[config.mk]
export PLATFORM = sky130hd
export DESIGN_NAME = dl_arb_mux2_flat
export DESIGN_NICKNAME = d
export VERILOG_FILES = /design/src/rtl/dl_arb_mux2_if.sv /design/src/rtl/dl_arb_mux2.sv /design/src/flat_wrapper.sv
export SDC_FILE = /design/constraint.sdc
export NUM_CORES = 1
export LEC_CHECK = 0
export ABC_AREA = 1
export BUFFER_PORTS_ARGS = -buffer_cell sky130_fd_sc_hd__buf_2
export CAP_MARGIN = 5
export CORE_AREA = 4 4 70 72
export DETAILED_ROUTE_END_ITERATION = 16
export DIE_AREA = 0 0 74 76
export GPL_ROUTABILITY_DRIVEN = 0
export PLACE_DENSITY = 0.94
export SLEW_MARGIN = 20
export SYNTH_ARGS = -nofsm -noshare
export SYNTH_HDL_FRONTEND = slang
export SYNTH_SLANG_ARGS = --single-unit
[constraint.sdc]
create_clock -name clk -period 2.5 [get_ports clk]
set_input_delay 0 -clock clk [delete_from_list [all_inputs] [get_ports clk]]
set_output_delay 0 -clock clk [all_outputs]
set_load 0.01 [all_outputs]
[src/rtl/dl_arb_mux2_if.sv]
// Handshake bundle for the two-requester packet arbiter: two input streams,
// one registered output stream, and the lock status.
interface dl_arb_mux2_if #(
  parameter int NUM_BITS = 32
);
  logic                in0_valid;
  logic [NUM_BITS-1:0] in0_data;
  logic                in0_last;
  logic                in0_ready;
  logic                in1_valid;
  logic [NUM_BITS-1:0] in1_data;
  logic                in1_last;
  logic                in1_ready;
  logic                out_valid;
  logic [NUM_BITS-1:0] out_data;
  logic                out_last;
  logic                out_src;
  logic                out_ready;
  logic                busy;

  modport slave (
    input  in0_valid, in0_data, in0_last,
    output in0_ready,
    input  in1_valid, in1_data, in1_last,
    output in1_ready,
    output out_valid, out_data, out_last, out_src,
    input  out_ready,
    output busy
  );

  modport master (
    output in0_valid, in0_data, in0_last,
    input  in0_ready,
    output in1_valid, in1_data, in1_last,
    input  in1_ready,
    input  out_valid, out_data, out_last, out_src,
    output out_ready,
    input  busy
  );
endinterface

[src/rtl/dl_arb_mux2.sv]
// Round-robin packet arbiter: two valid/ready requesters share one 2:1 mux
// feeding a single output register; a granted requester holds the path to its last beat.
module dl_arb_mux2 #(
  parameter int NUM_BITS = 32
) (
  input  logic          clk,
  input  logic          rst_n,
  dl_arb_mux2_if.slave  bus
);
  typedef enum logic [1:0] {IDLE = 2'd0, LOCK0 = 2'd1, LOCK1 = 2'd2} state_t;

  state_t              state, state_d;
  logic                prio, prio_d;
  logic                load, g0, g1, sel, accept;
  logic [NUM_BITS-1:0] sel_data;
  logic                sel_last;
  logic                out_valid, out_last, out_src;
  logic [NUM_BITS-1:0] out_data;

  assign load = !out_valid | bus.out_ready;

  // Grants: IDLE arbitrates on prio; a lock admits only its owner, even when idle.
  always_comb begin
    g0 = 1'b0;
    g1 = 1'b0;
    unique case (state)
      LOCK0:   g0 = bus.in0_valid;
      LOCK1:   g1 = bus.in1_valid;
      default: begin
        g0 = bus.in0_valid & (!bus.in1_valid | !prio);
        g1 = bus.in1_valid & (!bus.in0_valid | prio);
      end
    endcase
  end

  // Select follows the grant; with no grant it parks on the owner or on prio.
  always_comb begin
    if (g1)                  sel = 1'b1;
    else if (g0)             sel = 1'b0;
    else if (state == LOCK1) sel = 1'b1;
    else if (state == LOCK0) sel = 1'b0;
    else                     sel = prio;
  end

  assign sel_data = sel ? bus.in1_data : bus.in0_data;
  assign sel_last = sel ? bus.in1_last : bus.in0_last;
  assign accept   = rst_n & load & (g0 | g1);

  // State register
  always_ff @(posedge clk) begin
    if (!rst_n) begin
      state <= IDLE;
      prio  <= 1'b0;
    end else begin
      state <= state_d;
      prio  <= prio_d;
    end
  end

  // Next state: lock on a non-last beat, release and hand priority over on last.
  always_comb begin
    state_d = state;
    prio_d  = prio;
    if (accept) begin
      if (sel_last) begin
        state_d = IDLE;
        prio_d  = !sel;
      end else begin
        state_d = sel ? LOCK1 : LOCK0;
      end
    end
  end

  // Outputs
  always_comb begin
    bus.in0_ready = 1'b0;
    bus.in1_ready = 1'b0;
    bus.busy      = 1'b0;
    if (rst_n) begin
      bus.in0_ready = load & g0;
      bus.in1_ready = load & g1;
    end
    bus.busy = (state != IDLE);
  end

  // Output register; drain and reload on the same edge keeps out_valid high.
  always_ff @(posedge clk) begin
    if (!rst_n) begin
      out_valid <= 1'b0;
      out_data  <= '0;
      out_last  <= 1'b0;
      out_src   <= 1'b0;
    end else if (accept) begin
      out_valid <= 1'b1;
      out_data  <= sel_data;
      out_last  <= sel_last;
      out_src   <= sel;
    end else if (bus.out_ready) begin
      out_valid <= 1'b0;
    end
  end

  assign bus.out_valid = out_valid;
  assign bus.out_data  = out_data;
  assign bus.out_last  = out_last;
  assign bus.out_src   = out_src;
endmodule

[src/flat_wrapper.sv]
// flat-port wrapper written by rule: the top's interface ports become plain ports
module dl_arb_mux2_flat 
#(
  parameter int NUM_BITS = 32
)
  (clk, rst_n, bus_in0_valid, bus_in0_data, bus_in0_last, bus_in0_ready, bus_in1_valid, bus_in1_data, bus_in1_last, bus_in1_ready, bus_out_valid, bus_out_data, bus_out_last, bus_out_src, bus_out_ready, bus_busy);
  dl_arb_mux2_if #(.NUM_BITS(NUM_BITS)) bus_i ();
  input  logic clk;
  input  logic rst_n;
  input wire logic [$bits(bus_i.in0_valid)-1:0] bus_in0_valid;
  input wire logic [$bits(bus_i.in0_data)-1:0] bus_in0_data;
  input wire logic [$bits(bus_i.in0_last)-1:0] bus_in0_last;
  output wire logic [$bits(bus_i.in0_ready)-1:0] bus_in0_ready;
  input wire logic [$bits(bus_i.in1_valid)-1:0] bus_in1_valid;
  input wire logic [$bits(bus_i.in1_data)-1:0] bus_in1_data;
  input wire logic [$bits(bus_i.in1_last)-1:0] bus_in1_last;
  output wire logic [$bits(bus_i.in1_ready)-1:0] bus_in1_ready;
  output wire logic [$bits(bus_i.out_valid)-1:0] bus_out_valid;
  output wire logic [$bits(bus_i.out_data)-1:0] bus_out_data;
  output wire logic [$bits(bus_i.out_last)-1:0] bus_out_last;
  output wire logic [$bits(bus_i.out_src)-1:0] bus_out_src;
  input wire logic [$bits(bus_i.out_ready)-1:0] bus_out_ready;
  output wire logic [$bits(bus_i.busy)-1:0] bus_busy;
  assign bus_i.in0_valid = bus_in0_valid;
  assign bus_i.in0_data = bus_in0_data;
  assign bus_i.in0_last = bus_in0_last;
  assign bus_in0_ready = bus_i.in0_ready;
  assign bus_i.in1_valid = bus_in1_valid;
  assign bus_i.in1_data = bus_in1_data;
  assign bus_i.in1_last = bus_in1_last;
  assign bus_in1_ready = bus_i.in1_ready;
  assign bus_out_valid = bus_i.out_valid;
  assign bus_out_data = bus_i.out_data;
  assign bus_out_last = bus_i.out_last;
  assign bus_out_src = bus_i.out_src;
  assign bus_i.out_ready = bus_out_ready;
  assign bus_busy = bus_i.busy;
  dl_arb_mux2 #(.NUM_BITS(NUM_BITS)) u_core (.clk(clk), .rst_n(rst_n), .bus(bus_i));
endmodule
Word level (Yosys, flattened, before mapping)
Index checks and enable logic that the tools add are counted.
{ "op_classes": {"eq_ne": 2, "n_bitwise": 10, "reduce_logical": 8, "muxes": 14} }
{ "op_table": {"columns": ["op", "count"], "rows": [
  ["$mux W32", 1],
  ["$mux W1", 9],
  ["$and A1 B1 Y1", 6],
  ["$logic_not A1 Y1", 5],
  ["$mux W2", 2],
  ["$or A1 B1 Y1", 4],
  ["$pmux W1 S2", 2],
  ["$reduce_bool A2 Y1", 2],
  ["$eq A2 B1 Y1 const B", 1],
  ["$eq A2 B2 Y1 const B", 1],
  ["$reduce_and A2 Y1", 1]
]} }
{ "word_totals": {"regBits": 38, "wordCells": 40, "in_bits": 71, "out_inout_bits": 38} }

Longest topological paths before layout
{ "depth": {"depth_word": 8, "ltp_mapped": 12} }

Worst setup path after synthesis
OpenSTA, ideal clock, no wires.
{ "synth_path": {"path_type": "reg-to-reg", "start": "reg u_core.state[0]", "end": "reg u_core.out_data[10], in the netlist u_core.bus.out_data[10]", "t_arrival_ns": 1.517, "synth_period_minus_slack_ns": 1.633, "setup_ns": 0.116, "slack_ns": 0.867, "stages_incl_launch_ff": 11, "n_path_buf": 1, "path_cell_list": "dfxtp_1 > inv_1 > ha_1 > inv_2 > nand3_2 > nand3_2 > a21oi_4 > inv_4 > buf_6 > nor2_1 > nor2_1"} }
{ "synth_via": {"elab_chain_len": 6} }
{ "synth_rtl": {"columns": ["element", "line_no", "rtl"], "rows": [
  ["from (decl)", "dl_arb_mux2.sv:12", "state_t state, state_d;"],
  ["from (signal assigned)", "dl_arb_mux2.sv:55", "state <= state_d;"],
  ["$eq A2 B1 Y1", "dl_arb_mux2.sv:26, dl_arb_mux2.sv:41", null],
  ["$mux W1", "dl_arb_mux2.sv:41", "else if (state == LOCK0) sel = 1'b0;"],
  ["$mux W1", "dl_arb_mux2.sv:40", "else if (state == LOCK1) sel = 1'b1;"],
  ["$mux W1", "dl_arb_mux2.sv:39", "else if (g0) sel = 1'b0;"],
  ["$mux W1", "dl_arb_mux2.sv:38", "if (g1) sel = 1'b1;"],
  ["$mux W32", "dl_arb_mux2.sv:45", "assign sel_data = sel ? bus.in1_data : bus.in0_data;"],
  ["to (signal assigned)", "dl_arb_mux2.sv:95", "out_data <= sel_data;"],
  ["to (decl)", "dl_arb_mux2.sv:18", "logic [NUM_BITS-1:0] out_data;"]
]} }
Several ways; a longest one is shown, not always the timed one.
A chain may end at the register's enable or synchronous reset.

Worst setup path after layout
{ "layout_path": {"start": "reg u_core.state[0]", "end": "reg u_core.out_src, in the netlist u_core.bus.out_src"} }
{ "layout_via": {"elab_chain_len": 5} }
{ "layout_rtl": {"columns": ["element", "line_no", "rtl"], "rows": [
  ["$eq A2 B1 Y1", "dl_arb_mux2.sv:26, dl_arb_mux2.sv:41", null],
  ["$mux W1", "dl_arb_mux2.sv:41", null],
  ["$mux W1", "dl_arb_mux2.sv:40", null],
  ["$mux W1", "dl_arb_mux2.sv:39", null],
  ["$mux W1", "dl_arb_mux2.sv:38", null],
  ["to (signal assigned)", "dl_arb_mux2.sv:97", "out_src <= sel;"],
  ["to (decl)", "dl_arb_mux2.sv:17", "logic out_valid, out_last, out_src;"]
]} }
Several ways; a longest one is shown, not always the timed one.

==> flow_summary_export.csv <==
group,metric,value,unit
clock_network,clk_path_buf_depth,2,
sta,finClkSkew,0.00387,ns
detailed_routing,drtAntennaViolNets,0,
synth,ys_ff_latch,38,
sta,drv_slew,0,
critical_path,cp-end-kind,"flip-flop",
sta,fin_ws,0.277,ns
cells_and_area,drive_gt1_frac,0.333,
power_and_ir_drop,p_leak,0.00148,uW
job,cap_viol_max_count,0,
synth,yosysSeqAreaShare,0.382,
sta,fmax,450,MHz
synth,avgSynthCellArea,6.68,sq um
cells_and_area,layout_commonest_cell,"buf_2",
place,placed_area,0.00249,sq mm
place,io_buffers,108,
grt,grt_max_degree,37,
sta,min_period,2.22,ns
cells_and_area,design_area,0.00265,sq mm
clock_network,cts-resized-gates,0,
sta,setup_viol,0,
cells_and_area,nets,479,
detailed_routing,drt_wl_total,5.68,mm
grt,antenna_found_initial,0,
critical_path,worst-path-max-fanout,36,
clock_network,numClockSinks,38,
place,dp_hpwl,4.10,mm
sta,fin_crit_sh,0.889,
cells_and_area,multi_input_area,0.00103,sq mm
synth,yosysTopAreaCell,"dfxtp_1",
synth,synth_cell_types,18,
cells_and_area,register_area,761,sq um
synth,syn_inst,298,
critical_path,crit_required,2.68,ns
floorplan,die_x,74,um
worst_hold_path,min_path_type,"input pin to flip-flop",
detailed_routing,vias_per_cell,5.05,
floorplan,rows,24,
synth,syn_area,0.00199,sq mm
power_and_ir_drop,power_density,690,mW/mm^2
clock_network,clk_pin_slew,0.07,ns
detailed_routing,dr.pass1.iters,5,
cells_and_area,synthToLayoutAreaGrowth,32.9,%
synth,yosysWarnings,0,
critical_path,critPathArrivalTime,2.40,ns
cells_and_area,mostFrequentLayoutCells,"108 x buf_2, 75 x nand2_1, 67 x nor2_1",
floorplan,die-area,0.00562,sq mm
grt,grt_use_total,0.194,
detailed_routing,wire_per_inst,12.4,um
floorplan,die_y,76,um
clock_network,cts_inserted_buffers,5,
synth,synth_nets,372,
sta,tns,0,ns
sta,rsz0062_at_grt,"false",
detailed_routing,drc,0,
synth,synth_top_area_frac,0.382,
floorplan,core_area,0.00429,sq mm
clock_network,h-tree-depth,2,
sta,slew_headroom,0.669,
detailed_routing,drtIter0Drc,118,
place,dp_slack,0.225,ns
run_status,status,"complete, no violations",
clock_network,cts_tree,"yes",
detailed_routing,vias,2308,
cells_and_area,diodes,0,
floorplan,start_util,0.464,
clock_network,clock_latency,0.29,ns
grt,grt-ovfl-total,0,
floorplan,boundaryPins,109,
sta,worst_slew_pin_slew,0.496,ns
grt,grt_pass1_vias,2011,
cells_and_area,fillCellCount,399,
power_and_ir_drop,vdd_drop_max,0.398,mV
grt,grt_pass1_wl,8.89,mm
sta,final_hold_viol_count,0,
synth,synthTopCellsByArea,"dfxtp_1 38%, nand2_1 14%, nor2_1 13%, nand3_1 9.6%, o21ai_0 7.5%",
critical_path,cp-start-kind,"flip-flop",
clock_network,cts-root-buf,"clkbuf_8",
critical_path,setup.worst_path.class,"flip-flop to flip-flop",
final cells by class:
| class | instances | share of cell area |
|---|---|---|
| well taps | 52 | 0.0246 |
| clock buffers | 6 | 0.0312 |
| clock inverters | 1 | 0.0114 |
| multi-input cells | 229 | 0.391 |
| repair buffers | 119 | 0.237 |
| inverters | 12 | 0.0180 |
| flip-flops and latches | 38 | 0.288 |
synthesized netlist by cell type:
library cell and instances:
inv_2 2, a21oi_1 6, buf_4 3, buf_6 8, dfxtp_1 38, nand2_4 1
buf_2 5, inv_1 9, o21ai_1 3, ha_1 3, nand3_1 38, a21oi_4 1
o21ai_0 30, nand2_1 75, nor2_1 67, nand3_2 5, clkbuf_1 3, inv_4 1
per-layer routing:
| layer | wire (um) | part of all wire | GRT usage | up-vias |
|---|---|---|---|---|
| li1 | - | - | - | 1166 |
| met1 | 2370 | 0.42 | 0.243 | 1021 |
| met2 | 2730 | 0.48 | 0.325 | 108 |
| met3 | 496 | 0.087 | 0.0462 | 13 |
| met4 | 85 | 0.015 | 0.0562 | 0 |
| met5 | 0 | 0 | 0 | - |
logic make-up after synthesis:
family | Yosys count | share of synthesized area
compound gates | 40 | 0.106
flops | 38 | 0.382
buf+inv | 31 | 0.0987
fa+ha+maj | 3 | 0.0189
simple gates | 186 | 0.394
report_power, final:
part	switching (uW)	leakage (uW)	internal (uW)	total, uW
Sequential	37.6	0.000313	679	717
Combinational	349	0.00111	229	578
Clock	211	0.0000573	319	530
Total	598	0.00148	1230	1830
flip-flops by register name, summed over array words and instances (netlist names):
name / cells
u_core.state: 2
u_core.bus.out_valid: 1
u_core.bus.out_src: 1
u_core.bus.out_last: 1
u_core.bus.out_data: 32
u_core.prio: 1
metrics by stage:
stage / hold WS [ns] / utilization / power, uW / cells
3_3_place_gp: 0.282 / 0.580 / 1270 / 445
2_1_floorplan: 0.136 / - / 1130 / 298
5_1_grt: 0.0290 / 0.616 / 1930 / 457
4_1_cts: 0.00771 / 0.609 / 1820 / 453
6_report: 0.0134 / 0.616 / 1830 / 457
3_5_place_dp: 0.300 / 0.580 / 1300 / 445
final timing paths:
path / from / to / slack [ns] / cells after the start
max: u_core.state[0] / u_core.bus.out_src / 0.28 / 9
min: bus_in1_last / u_core.state[1] / 0.01 / 4
min reg2reg: u_core.bus.out_last / u_core.bus.out_last / 0.48 / 2
max reg2reg: u_core.state[0] / u_core.bus.out_src / 0.28 / 9
critical path, stage by stage, from the launching register on:
cell     delay [ns]
dfxtp_1        0.37
inv_1          0.08
ha_1           0.36
inv_2          0.07
nand3_2        0.09
nand3_2        0.28
a21oi_4        0.42
inv_4          0.22
a21oi_1        0.17
nor2_1         0.05
timing repair:
item                                   in CTS  in global routing
setup buffers                               0                  4
hold buffers                                1                  0
setup endpoints to repair                   0                 16
endpoints found under the hold margin       1                  0
(Power assumes the default switching activity.)
